==> src/rtl/matmul_out_pkg.sv <==
// Shared types and arithmetic helpers for the matmul output collector.
package matmul_out_pkg;

    typedef enum logic [1:0] {
        ST_IDLE    = 2'd0,
        ST_COLLECT = 2'd1,
        ST_WRITE   = 2'd2,
        ST_DONE    = 2'd3
    } state_e;

    // Working width of the add helper; operands are sign-extended into it.
    localparam int ADD_W = 64;

    // Signed add of two sign-extended operands. The sum is either wrapped
    // back into `width` bits or clamped to the signed range of `width` bits.
    // The result comes back sign-extended; callers keep the low `width` bits.
    function automatic logic signed [ADD_W-1:0] add_word(
        input logic signed [ADD_W-1:0] a,
        input logic signed [ADD_W-1:0] b,
        input int                      width,
        input logic                    saturate
    );
        logic signed [ADD_W-1:0] sum;
        logic signed [ADD_W-1:0] max_v;
        logic signed [ADD_W-1:0] min_v;
        logic signed [ADD_W-1:0] res;
        sum   = a + b;
        max_v = (64'sd1 <<< (width - 1)) - 64'sd1;
        min_v = -(64'sd1 <<< (width - 1));
        if (saturate) begin
            if (sum > max_v) begin
                res = max_v;
            end else if (sum < min_v) begin
                res = min_v;
            end else begin
                res = sum;
            end
        end else begin
            res = (sum <<< (ADD_W - width)) >>> (ADD_W - width);
        end
        return res;
    endfunction

endpackage

==> src/rtl/matmul_col_capture.sv <==
// One column / one source capture lane: hold counter gating acceptance,
// row counter selecting the accumulator, ROWS accumulators, sticky overflow.
module matmul_col_capture
    import matmul_out_pkg::*;
#(
    parameter int ROWS        = 4,
    parameter int WORD_SIZE   = 16,
    parameter int HOLD_CYCLES = 2,
    parameter int SATURATE    = 0
) (
    input  logic                        clk,
    input  logic                        rst,
    input  logic                        clear,
    input  logic                        capture_en,
    input  logic                        stall,
    input  logic                        valid,
    input  logic [WORD_SIZE-1:0]        data,
    output logic [ROWS*WORD_SIZE-1:0]   acc_flat,
    output logic                        overflow
);

    localparam int HOLD_W = (HOLD_CYCLES > 1) ? $clog2(HOLD_CYCLES) : 1;
    localparam int ROW_W  = $clog2(ROWS + 1);
    localparam logic [HOLD_W-1:0] HOLD_RELOAD = HOLD_W'(HOLD_CYCLES - 1);

    logic [HOLD_W-1:0]    hold_q, hold_d;
    logic [ROW_W-1:0]     row_cnt_q, row_cnt_d;
    logic                 overflow_q, overflow_d;
    logic [WORD_SIZE-1:0] acc_q [ROWS];
    logic [WORD_SIZE-1:0] acc_d [ROWS];

    // Acceptance decision and next values of counters and accumulators.
    always_comb begin
        hold_d     = hold_q;
        row_cnt_d  = row_cnt_q;
        overflow_d = overflow_q;
        for (int r = 0; r < ROWS; r++) begin
            acc_d[r] = acc_q[r];
        end
        if (clear) begin
            hold_d     = '0;
            row_cnt_d  = '0;
            overflow_d = 1'b0;
            for (int r = 0; r < ROWS; r++) begin
                acc_d[r] = '0;
            end
        end else if (capture_en && !stall) begin
            if (!valid) begin
                hold_d = '0;
            end else if (hold_q != '0) begin
                hold_d = hold_q - HOLD_W'(1);
            end else begin
                // Word accepted; the remaining hold cycles belong to it.
                hold_d = HOLD_RELOAD;
                if (row_cnt_q == ROW_W'(ROWS)) begin
                    overflow_d = 1'b1;
                end else begin
                    row_cnt_d = row_cnt_q + ROW_W'(1);
                    for (int r = 0; r < ROWS; r++) begin
                        if (row_cnt_q == ROW_W'(r)) begin
                            acc_d[r] = WORD_SIZE'(add_word(ADD_W'(signed'(acc_q[r])),
                                                           ADD_W'(signed'(data)),
                                                           WORD_SIZE, SATURATE != 0));
                        end else begin
                            acc_d[r] = acc_q[r];
                        end
                    end
                end
            end
        end else begin
            hold_d = hold_q;
        end
    end

    // Lane state registers.
    always_ff @(posedge clk or posedge rst) begin
        if (rst) begin
            hold_q     <= '0;
            row_cnt_q  <= '0;
            overflow_q <= 1'b0;
            for (int r = 0; r < ROWS; r++) begin
                acc_q[r] <= '0;
            end
        end else begin
            hold_q     <= hold_d;
            row_cnt_q  <= row_cnt_d;
            overflow_q <= overflow_d;
            for (int r = 0; r < ROWS; r++) begin
                acc_q[r] <= acc_d[r];
            end
        end
    end

    // Flatten accumulators, row 0 in the LSBs.
    always_comb begin
        acc_flat = '0;
        for (int r = 0; r < ROWS; r++) begin
            acc_flat[r*WORD_SIZE +: WORD_SIZE] = acc_q[r];
        end
    end

    assign overflow = overflow_q;

endmodule

==> src/rtl/matmul_output_collector.sv <==
// Collects systolic-array and proxy column outputs into a ROWS x COLS
// result, then writes it out row-major as memory beats with req/gnt.
module matmul_output_collector
    import matmul_out_pkg::*;
#(
    parameter int          ROWS           = 4,
    parameter int          COLS           = 4,
    parameter int          WORD_SIZE      = 16,
    parameter int          MEM_PORT_WIDTH = 64,
    parameter int          HOLD_CYCLES    = 2,
    parameter logic [31:0] BASE_ADDR      = 32'h0,
    parameter int          ADDR_INCR      = 4,
    parameter int          SATURATE       = 0
) (
    input  logic                          clk,
    input  logic                          rst,
    input  logic                          start,
    input  logic                          stall,
    input  logic                          fsm_done,
    input  logic [COLS-1:0]               sa_valid,
    input  logic [COLS*WORD_SIZE-1:0]     sa_data,
    input  logic [COLS-1:0]               proxy_valid,
    input  logic [COLS*WORD_SIZE-1:0]     proxy_data,
    output logic                          busy,
    output logic                          done,
    output logic                          overflow,
    output logic                          mem_req,
    input  logic                          mem_gnt,
    output logic [31:0]                   mem_addr,
    output logic [MEM_PORT_WIDTH-1:0]     mem_wdata,
    output logic                          mem_last
);

    localparam int MAT_W  = ROWS * COLS * WORD_SIZE;
    localparam int NBEATS = MAT_W / MEM_PORT_WIDTH;
    localparam int BEAT_W = $clog2(NBEATS) + 1;

    state_e                    state_q, state_d;
    logic [BEAT_W-1:0]         beat_q, beat_d;
    logic [BEAT_W-1:0]         next_beat_s;
    logic                      busy_q, busy_d;
    logic                      done_q, done_d;
    logic                      overflow_q, overflow_d;
    logic                      mem_req_q, mem_req_d;
    logic                      mem_last_q, mem_last_d;
    logic [31:0]               mem_addr_q, mem_addr_d;
    logic [MEM_PORT_WIDTH-1:0] mem_wdata_q, mem_wdata_d;
    logic                      clear_s;
    logic                      capture_en_s;
    logic [ROWS*WORD_SIZE-1:0] sa_acc_s [COLS];
    logic [ROWS*WORD_SIZE-1:0] px_acc_s [COLS];
    logic [COLS-1:0]           sa_ovf_s;
    logic [COLS-1:0]           px_ovf_s;
    logic [MAT_W-1:0]          matrix_s;

    assign capture_en_s = (state_q == ST_COLLECT);
    assign next_beat_s  = beat_q + BEAT_W'(1);

    for (genvar c = 0; c < COLS; c++) begin : g_col
        matmul_col_capture #(
            .ROWS(ROWS), .WORD_SIZE(WORD_SIZE),
            .HOLD_CYCLES(HOLD_CYCLES), .SATURATE(SATURATE)
        ) u_sa (
            .clk(clk), .rst(rst), .clear(clear_s), .capture_en(capture_en_s),
            .stall(stall), .valid(sa_valid[c]),
            .data(sa_data[c*WORD_SIZE +: WORD_SIZE]),
            .acc_flat(sa_acc_s[c]), .overflow(sa_ovf_s[c])
        );
        matmul_col_capture #(
            .ROWS(ROWS), .WORD_SIZE(WORD_SIZE),
            .HOLD_CYCLES(HOLD_CYCLES), .SATURATE(SATURATE)
        ) u_px (
            .clk(clk), .rst(rst), .clear(clear_s), .capture_en(capture_en_s),
            .stall(stall), .valid(proxy_valid[c]),
            .data(proxy_data[c*WORD_SIZE +: WORD_SIZE]),
            .acc_flat(px_acc_s[c]), .overflow(px_ovf_s[c])
        );
    end

    // Combine array and proxy accumulators into the row-major result matrix.
    always_comb begin
        matrix_s = '0;
        for (int r = 0; r < ROWS; r++) begin
            for (int c = 0; c < COLS; c++) begin
                matrix_s[(r*COLS + c)*WORD_SIZE +: WORD_SIZE] =
                    WORD_SIZE'(add_word(ADD_W'(signed'(sa_acc_s[c][r*WORD_SIZE +: WORD_SIZE])),
                                        ADD_W'(signed'(px_acc_s[c][r*WORD_SIZE +: WORD_SIZE])),
                                        WORD_SIZE, SATURATE != 0));
            end
        end
    end

    // Job FSM: next state, beat sequencing and next values of all outputs.
    always_comb begin
        state_d     = state_q;
        beat_d      = beat_q;
        done_d      = 1'b0;
        mem_req_d   = mem_req_q;
        mem_last_d  = mem_last_q;
        mem_addr_d  = mem_addr_q;
        mem_wdata_d = mem_wdata_q;
        clear_s     = 1'b0;
        case (state_q)
            ST_IDLE: begin
                if (start) begin
                    state_d = ST_COLLECT;
                    clear_s = 1'b1;
                end else begin
                    state_d = ST_IDLE;
                end
            end
            ST_COLLECT: begin
                if (fsm_done) begin
                    state_d     = ST_WRITE;
                    beat_d      = '0;
                    mem_req_d   = 1'b1;
                    mem_addr_d  = BASE_ADDR;
                    mem_wdata_d = matrix_s[MEM_PORT_WIDTH-1:0];
                    mem_last_d  = (NBEATS == 1);
                end else begin
                    state_d = ST_COLLECT;
                end
            end
            ST_WRITE: begin
                if (mem_req_q && mem_gnt) begin
                    if (mem_last_q) begin
                        state_d    = ST_DONE;
                        mem_req_d  = 1'b0;
                        mem_last_d = 1'b0;
                        done_d     = 1'b1;
                    end else begin
                        beat_d      = next_beat_s;
                        mem_addr_d  = BASE_ADDR + 32'(ADDR_INCR) * 32'(next_beat_s);
                        mem_wdata_d = matrix_s[32'(next_beat_s)*MEM_PORT_WIDTH +: MEM_PORT_WIDTH];
                        mem_last_d  = (next_beat_s == BEAT_W'(NBEATS - 1));
                    end
                end else begin
                    // Beat not granted: everything on the port stays put.
                    mem_req_d = mem_req_q;
                end
            end
            ST_DONE: begin
                state_d = ST_IDLE;
            end
            default: begin
                state_d = ST_IDLE;
            end
        endcase
        busy_d = (state_d != ST_IDLE);
        if (clear_s) begin
            overflow_d = 1'b0;
        end else begin
            overflow_d = overflow_q | (|sa_ovf_s) | (|px_ovf_s);
        end
    end

    // Control and output registers; reset abandons any beat in flight.
    always_ff @(posedge clk or posedge rst) begin
        if (rst) begin
            state_q     <= ST_IDLE;
            beat_q      <= '0;
            busy_q      <= 1'b0;
            done_q      <= 1'b0;
            overflow_q  <= 1'b0;
            mem_req_q   <= 1'b0;
            mem_last_q  <= 1'b0;
            mem_addr_q  <= '0;
            mem_wdata_q <= '0;
        end else begin
            state_q     <= state_d;
            beat_q      <= beat_d;
            busy_q      <= busy_d;
            done_q      <= done_d;
            overflow_q  <= overflow_d;
            mem_req_q   <= mem_req_d;
            mem_last_q  <= mem_last_d;
            mem_addr_q  <= mem_addr_d;
            mem_wdata_q <= mem_wdata_d;
        end
    end

    assign busy      = busy_q;
    assign done      = done_q;
    assign overflow  = overflow_q;
    assign mem_req   = mem_req_q;
    assign mem_last  = mem_last_q;
    assign mem_addr  = mem_addr_q;
    assign mem_wdata = mem_wdata_q;

endmodule

==> config.mk <==
export PLATFORM = sky130hd
export DESIGN_NAME = matmul_output_collector
export DESIGN_NICKNAME = d
export VERILOG_FILES = /design/src/rtl/matmul_out_pkg.sv /design/src/rtl/matmul_col_capture.sv /design/src/rtl/matmul_output_collector.sv
export SDC_FILE = /design/constraint.sdc
export NUM_CORES = 2
export LEC_CHECK = 0
export BUFFER_PORTS_ARGS = -buffer_cell sky130_fd_sc_hd__buf_4
export CORE_MARGIN = 2
export CORE_UTILIZATION = 60
export CTS_BUF_LIST = sky130_fd_sc_hd__clkbuf_8
export CTS_CLUSTER_DIAMETER = 120
export DETAILED_ROUTE_END_ITERATION = 8
export GPL_TIMING_DRIVEN = 0
export HOLD_SLACK_MARGIN = 0.03
export PLACE_DENSITY = 0.84
export SYNTH_ARGS = -nofsm -noshare
export SYNTH_HDL_FRONTEND = slang
export SYNTH_SLANG_ARGS = --single-unit
==> constraint.sdc <==
create_clock -name clk -period 30.9 [get_ports clk]
set_input_delay 4.635 -clock clk [delete_from_list [all_inputs] [get_ports clk]]
set_output_delay 4.635 -clock clk [all_outputs]
set_load 0.01 [all_outputs]
Word level (Yosys, flattened, before mapping)
Index checks and enable logic that the tools add are counted.
{ "totals": {"register_bits": 658, "latchBits": 0, "ram_bits": 0, "rom_bits": 0, "output_inout_bits": 101, "elab_cells": 520, "memories": 0} }
{ "op_classes": {"n_addsub": 65, "multipliers": 0, "div": 0, "n_lt_le_gt_ge": 0, "n_eq_ne": 56, "shift": 1, "mux": 215, "n_bitwise": 2, "reduce_logical": 116} }
{ "op_table": {"columns": ["cell", "count"], "rows": [
  ["$mux W64", 43],
  ["$add A16 B16 Y16", 48],
  ["$mux W16", 32],
  ["$shiftx A256 B10 Y64", 1],
  ["$reduce_and A5 Y1", 32],
  ["$mux W3", 43],
  ["$pmux W64 S2", 1],
  ["$reduce_bool A2 Y1", 51],
  ["$mux W32", 3],
  ["$mux W1", 85],
  ["$reduce_and A4 Y1", 18],
  ["$pmux W32 S2", 1],
  ["$eq A3 B2 Y1 const B", 17],
  ["$ne A2 B2 Y1 const B", 20],
  ["$add A3 B1 Y3 const B", 9],
  ["$eq A3 B1 Y1 const B", 8],
  ["$eq A3 B3 Y1 const B", 8],
  ["$logic_not A3 Y1", 8],
  ["$pmux W2 S4", 1],
  ["$reduce_or A4 Y1", 2],
  ["$sub A1 B1 Y1 const B", 8],
  ["$mux W2", 3],
  ["$pmux W3 S2", 1],
  ["$eq A2 B2 Y1 const B", 2],
  ["7 further kinds", 10]
]} }

Longest topological paths before layout
{ "logic_depth": {"ltp_word": 7, "ltp_mapped": 12} }

Hierarchy
A second synthesis with hierarchy kept.
{ "hier_totals": {"hier_cells": 6867, "area_unflattened_um2": 58093.2} }
{ "by_module_without_submodules": {"columns": ["module", "n_inst", "cells_per_inst", "area_per_inst_um2"], "rows": [
  ["matmul_col_capture at g_col[0].u_px ...", 6, 614, 5280.1],
  ["matmul_output_collector", 1, 1872, 15210.8],
  ["matmul_col_capture at g_col[3].u_sa", 1, 655, 5610.4],
  ["matmul_col_capture at g_col[3].u_px", 1, 656, 5591.6]
]} }

Worst setup path before layout
No wires, ideal clock.
{ "synth_path": {"path_kind": "input to register", "from": "in sa_data[49]", "to": "reg g_col[3].u_sa.acc_q, in the netlist g_col[3].u_sa.acc_flat[63]", "setup_ns": 0.124, "t_arrival_ns": 6.993, "required_ns": 30.776, "setup_slack_ns": 23.783, "stages": 10, "n_path_buf": 0, "path_cell_list": "ha_1 > a21o_1 > a21o_1 > a2111o_1 > a221o_2 > o311ai_2 > a41oi_1 > o21ai_1 > or3b_1 > mux2i_1"} }
{ "synth_via": {"elab_chain_cells": 7} }
{ "synth_rtl": {"columns": ["element", "line_no", "rtl"], "rows": [
  ["from (decl)", "matmul_output_collector.sv:21", "input logic [COLS*WORD_SIZE-1:0] sa_data,"],
  ["$add A16 B16 Y16", "matmul_out_pkg.sv:27", "sum = a + b;"],
  ["$mux W16", "matmul_col_capture.sv:60", "if (row_cnt_q == ROW_W'(r)) begin"],
  ["$mux W64", "matmul_col_capture.sv:55", "if (row_cnt_q == ROW_W'(ROWS)) begin"],
  ["$mux W64", "matmul_col_capture.sv:50", "end else if (hold_q != '0) begin"],
  ["$mux W64", "matmul_col_capture.sv:48", "if (!valid) begin"],
  ["$mux W64", "matmul_col_capture.sv:47", "end else if (capture_en && !stall) begin"],
  ["$mux W64", "matmul_col_capture.sv:40", "if (clear) begin"],
  ["to (signal, indexed assignment)", "matmul_col_capture.sv:89", "acc_q[r] <= acc_d[r];"],
  ["to (decl)", "matmul_col_capture.sv:29", "logic [WORD_SIZE-1:0] acc_q [ROWS];"]
]} }
Every way passes these cells. The select of a mux whose other input is x is not followed.
A chain may end at the register's enable or synchronous reset.

Worst setup path in the final report
{ "layout_path": {"from": "in stall", "to": "reg g_col[2].u_px.acc_q, in the netlist g_col[2].u_px.acc_flat[38]"} }
{ "layout_via": {"elab_chain_cells": 4} }
{ "layout_rtl": {"columns": ["element", "line_no", "rtl"], "rows": [
  ["from (decl)", "matmul_output_collector.sv:18", "input logic stall,"],
  ["$logic_not A1 Y1", "matmul_col_capture.sv:47", null],
  ["$logic_and A1 B1 Y1", "matmul_col_capture.sv:47", null],
  ["$reduce_bool A2 Y1 (no line)", null, null],
  ["$reduce_and A5 Y1 (no line)", null, null],
  ["to (signal, indexed assignment)", "matmul_col_capture.sv:89", null],
  ["to (decl)", "matmul_col_capture.sv:29", null]
]} }
Every way passes these cells.

==> flow_metrics.py <==
metrics = {
    "run_status": {
        "outcome": "finished with violations",
        "failed_checks": "design-rule violations, max-capacitance violations, max-slew violations",
    },
    "drt": {
        "routed-wl-met3_um": 29800,
        "first_pass_iters": 6,
        "viasPerCell": 6.81,
        "num_vias": 57325,
        "wirelength_um": 217000,
        "avgRoutedWirePerCell_um": 25.8,
        "dr.max_layer_used": "met5",
        "drt-met1-wl_um": 81500,
        "first_iter_violations": 6768,
        "dr_wl_met2_um": 87400,
        "postRouteAntennaNets": 0,
        "post-route-drc-count": 3,
    },
    "final_layout": {
        "layout_commonest_cell": "ha_1",
        "nNetsFinal": 8016,
        "seqCellArea_um2": 15700,
        "n_fill_cell": 7814,
        "fin_cells": 8423,
        "multi_input_area_um2": 39700,
        "syn_to_final_growth_pct": 10.4,
        "drive_above_1_share": 0.0733,
        "most-common-layout-cells": "ha_1 (762), dfrtp_1 (626), nand3_1 (565), a21oi_1 (433), nor2_1 (424)",
    },
    "cts": {
        "post_cts_buffers": 0,
        "cts_tree": "done",
        "clock-sinks": 626,
        "ctsResizeCount": 0,
        "cts_max_level": 3,
        "cts_buffers": 114,
        "cts_buffer_depth": 3,
        "path_clk_slew_ps": 60,
        "root_buffer": "clkbuf_8",
        "clk_latency_ps": 830,
        "hold_buffers": 0,
    },
    "floorplan": {
        "start_util": 0.605,
        "core_area_um2": 94900,
        "num_io_pins": 243,
        "rows": 113,
        "die_area_um2": 98100,
        "die_x_um": 313,
        "die_y_um": 313,
    },
    "setup_path": {
        "required_ps": 31570,
        "cp_max_fo": 10,
        "crit_start": "stall",
        "critPathKind": "in2reg",
        "startpoint_type": "primary input",
        "cp-end-kind": "flop",
        "reg2reg_from": "mem_addr[2]",
        "arrival_ps": 8280,
    },
    "logic_synthesis": {
        "synth_edf_count": 0,
        "synth.avg_cell_area_um2": 8.56,
        "yosys_register_bits": 626,
        "ys_seq_area_frac": 0.273,
        "synth_cell_types": 82,
        "synthArstFlopShare": 1.00,
        "synth_area_um2": 57400,
        "synth_warnings": 0,
        "synth-main-ff-cell": "dfrtp_1",
        "postSynthCellCount": 6703,
    },
    "global_routing": {
        "grt_max_degree": 118,
        "grt_pass1_vias": 53362,
        "globalRouteTotalUtil": 0.431,
        "grt_first_pass_wirelength_um": 320000,
        "overflow": 0,
        "antenna_found_initial": 9,
    },
    "sta": {
        "tightestPinTransition_ps": 1670,
        "fin_tns_setup_ps": 0,
        "finalCriticalPeriod_ps": 7610,
        "timing.fmax_ghz": 0.131,
        "hold_viol_final": 0,
        "hold_ws_ps": 473,
        "finalCritPeriodShare": 0.246,
        "postLayoutSetupSlackWorst_ps": 23290,
        "slew_viol_final": 38,
        "slew_headroom": -0.110,
        "setup_viol": 0,
        "finClkSkew_ps": 28.6,
        "rsz0062_at_grt": "no",
    },
    "placement": {
        "hpwlAfterDp_um": 169000,
        "port_buffers": 211,
        "gp_congestion": 1.04,
        "dp_slack_ps": 22310,
        "place_inst": 8213,
    },
    "power": {
        "cellPowerDensity_nw_per_um2": 66.3,
        "p_leak_nw": 30.8,
        "ir_worst_vdd_mv": 0.0564,
    },
    "flow_run": {
        "drv_cap": 5,
    },
    "hold_path": {
        "hp-class": "reg2reg",
        "hp-start": "g_col[3].u_px.hold_q",
    },
}
-- through the flow --
stage               instance area (µm²)  total power, W   util
finish                            63400         0.00420  0.668
global route                      63300         0.00434  0.668
CTS                               63300         0.00408  0.668
detailed placement                60800         0.00318  0.641
global placement                  60700         0.00313  0.639
floorplan                         57500         0.00237      -
-- cell families after synthesis --
group | share of synthesized area
other | 0.0000653
adders and majority gates | 0.183
muxes | 0.0224
DFF | 0.273
xor gates and xnor gates | 0.0748
buffers and inverters | 0.0381
AOI/OAI and AO/OA | 0.230
and+or+nand+nor | 0.179
-- registers in the layout (all words and copies together) (netlist names) --
register,count
busy,1
g_col.u_sa.hold_q,4
mem_last,1
g_col.u_sa.acc_flat,256
mem_wdata,64
mem_addr,3
g_col.u_sa.row_cnt_q,12
done,1
g_col.u_px.row_cnt_q,12
mem_req,1
g_col.u_px.hold_q,4
g_col.u_px.overflow,4
g_col.u_px.acc_flat,256
overflow,1
state_q,2
g_col.u_sa.overflow,4
-- cells in the mapped netlist, drive strengths merged (26+ instances only) --
library cell    n  share of area
xor2          217          0.033
a21oi         433          0.038
mux2i          54         0.0094
dfrtp         626           0.27
nand2         410          0.027
nand3         565          0.049
o21ai         661          0.058
or4            34         0.0044
nand2b         78         0.0085
o211ai         30         0.0039
o31ai         106          0.014
a31oi          73         0.0080
nor3b          82          0.011
mux4           33          0.013
nor2b          68         0.0074
a31o           30         0.0046
nor3          120          0.010
o2111ai        26         0.0040
ha            762           0.17
a211oi         82          0.011
fa             48          0.017
o21a           91          0.012
o21bai         66         0.0086
buf            78         0.0070
xnor2         273          0.042
o41ai          26         0.0040
clkbuf        164          0.011
and2           37         0.0040
inv           307          0.020
a311oi         48         0.0073
nor4b          27         0.0041
nor2          424          0.028
or3            49         0.0053
a21o          182          0.024
and3           74         0.0081
-- per-layer routing --
metal  global-route usage  vias to the layer above
li1                     -                    25639
met1                0.559                    27261
met2                0.616                     3536
met3                0.126                      875
met4                0.304                       14
met5              0.00532                        -
-- critical path, cell delays in order --
cell,delay [ps]
buf_4,150
nor3b_4,890
nand3b_1,630
nor2_1,770
nand2_1,280
clkbuf_1,320
clkbuf_1,330
nand3_1,170
o31ai_1,90
-- cell type report --
class / count / share of cell area
Antenna cell: 9 / 0.000355
Tap cell: 1265 / 0.0250
Clock buffer: 147 / 0.0319
Clock inverter: 54 / 0.00725
Multi-Input combinational cell: 5554 / 0.626
Inverter: 309 / 0.0184
Timing Repair Buffer: 217 / 0.0276
Buffer: 242 / 0.0164
Sequential cell: 626 / 0.247
-- worst paths after layout --
check	depth (start not counted)	slack, ps	end
worst max-delay path	9	23290	g_col[2].u_px.acc_flat[38]
worst min register to register	2	470	g_col[3].u_px.hold_q
worst min-delay path	2	470	g_col[3].u_px.hold_q
max in group asynchronous	5	25070	g_col[1].u_sa.acc_flat[24]
min in group asynchronous	2	3820	g_col[3].u_sa.acc_flat[3]
worst max register to register	10	23970	mem_wdata[26]
-- power breakdown --
part | switching [W] | internal, W
combinational | 0.00138 | 0.000717
sequential | 0.000239 | 0.000971
clock | 0.000405 | 0.000491
(Power assumes the default switching activity.)
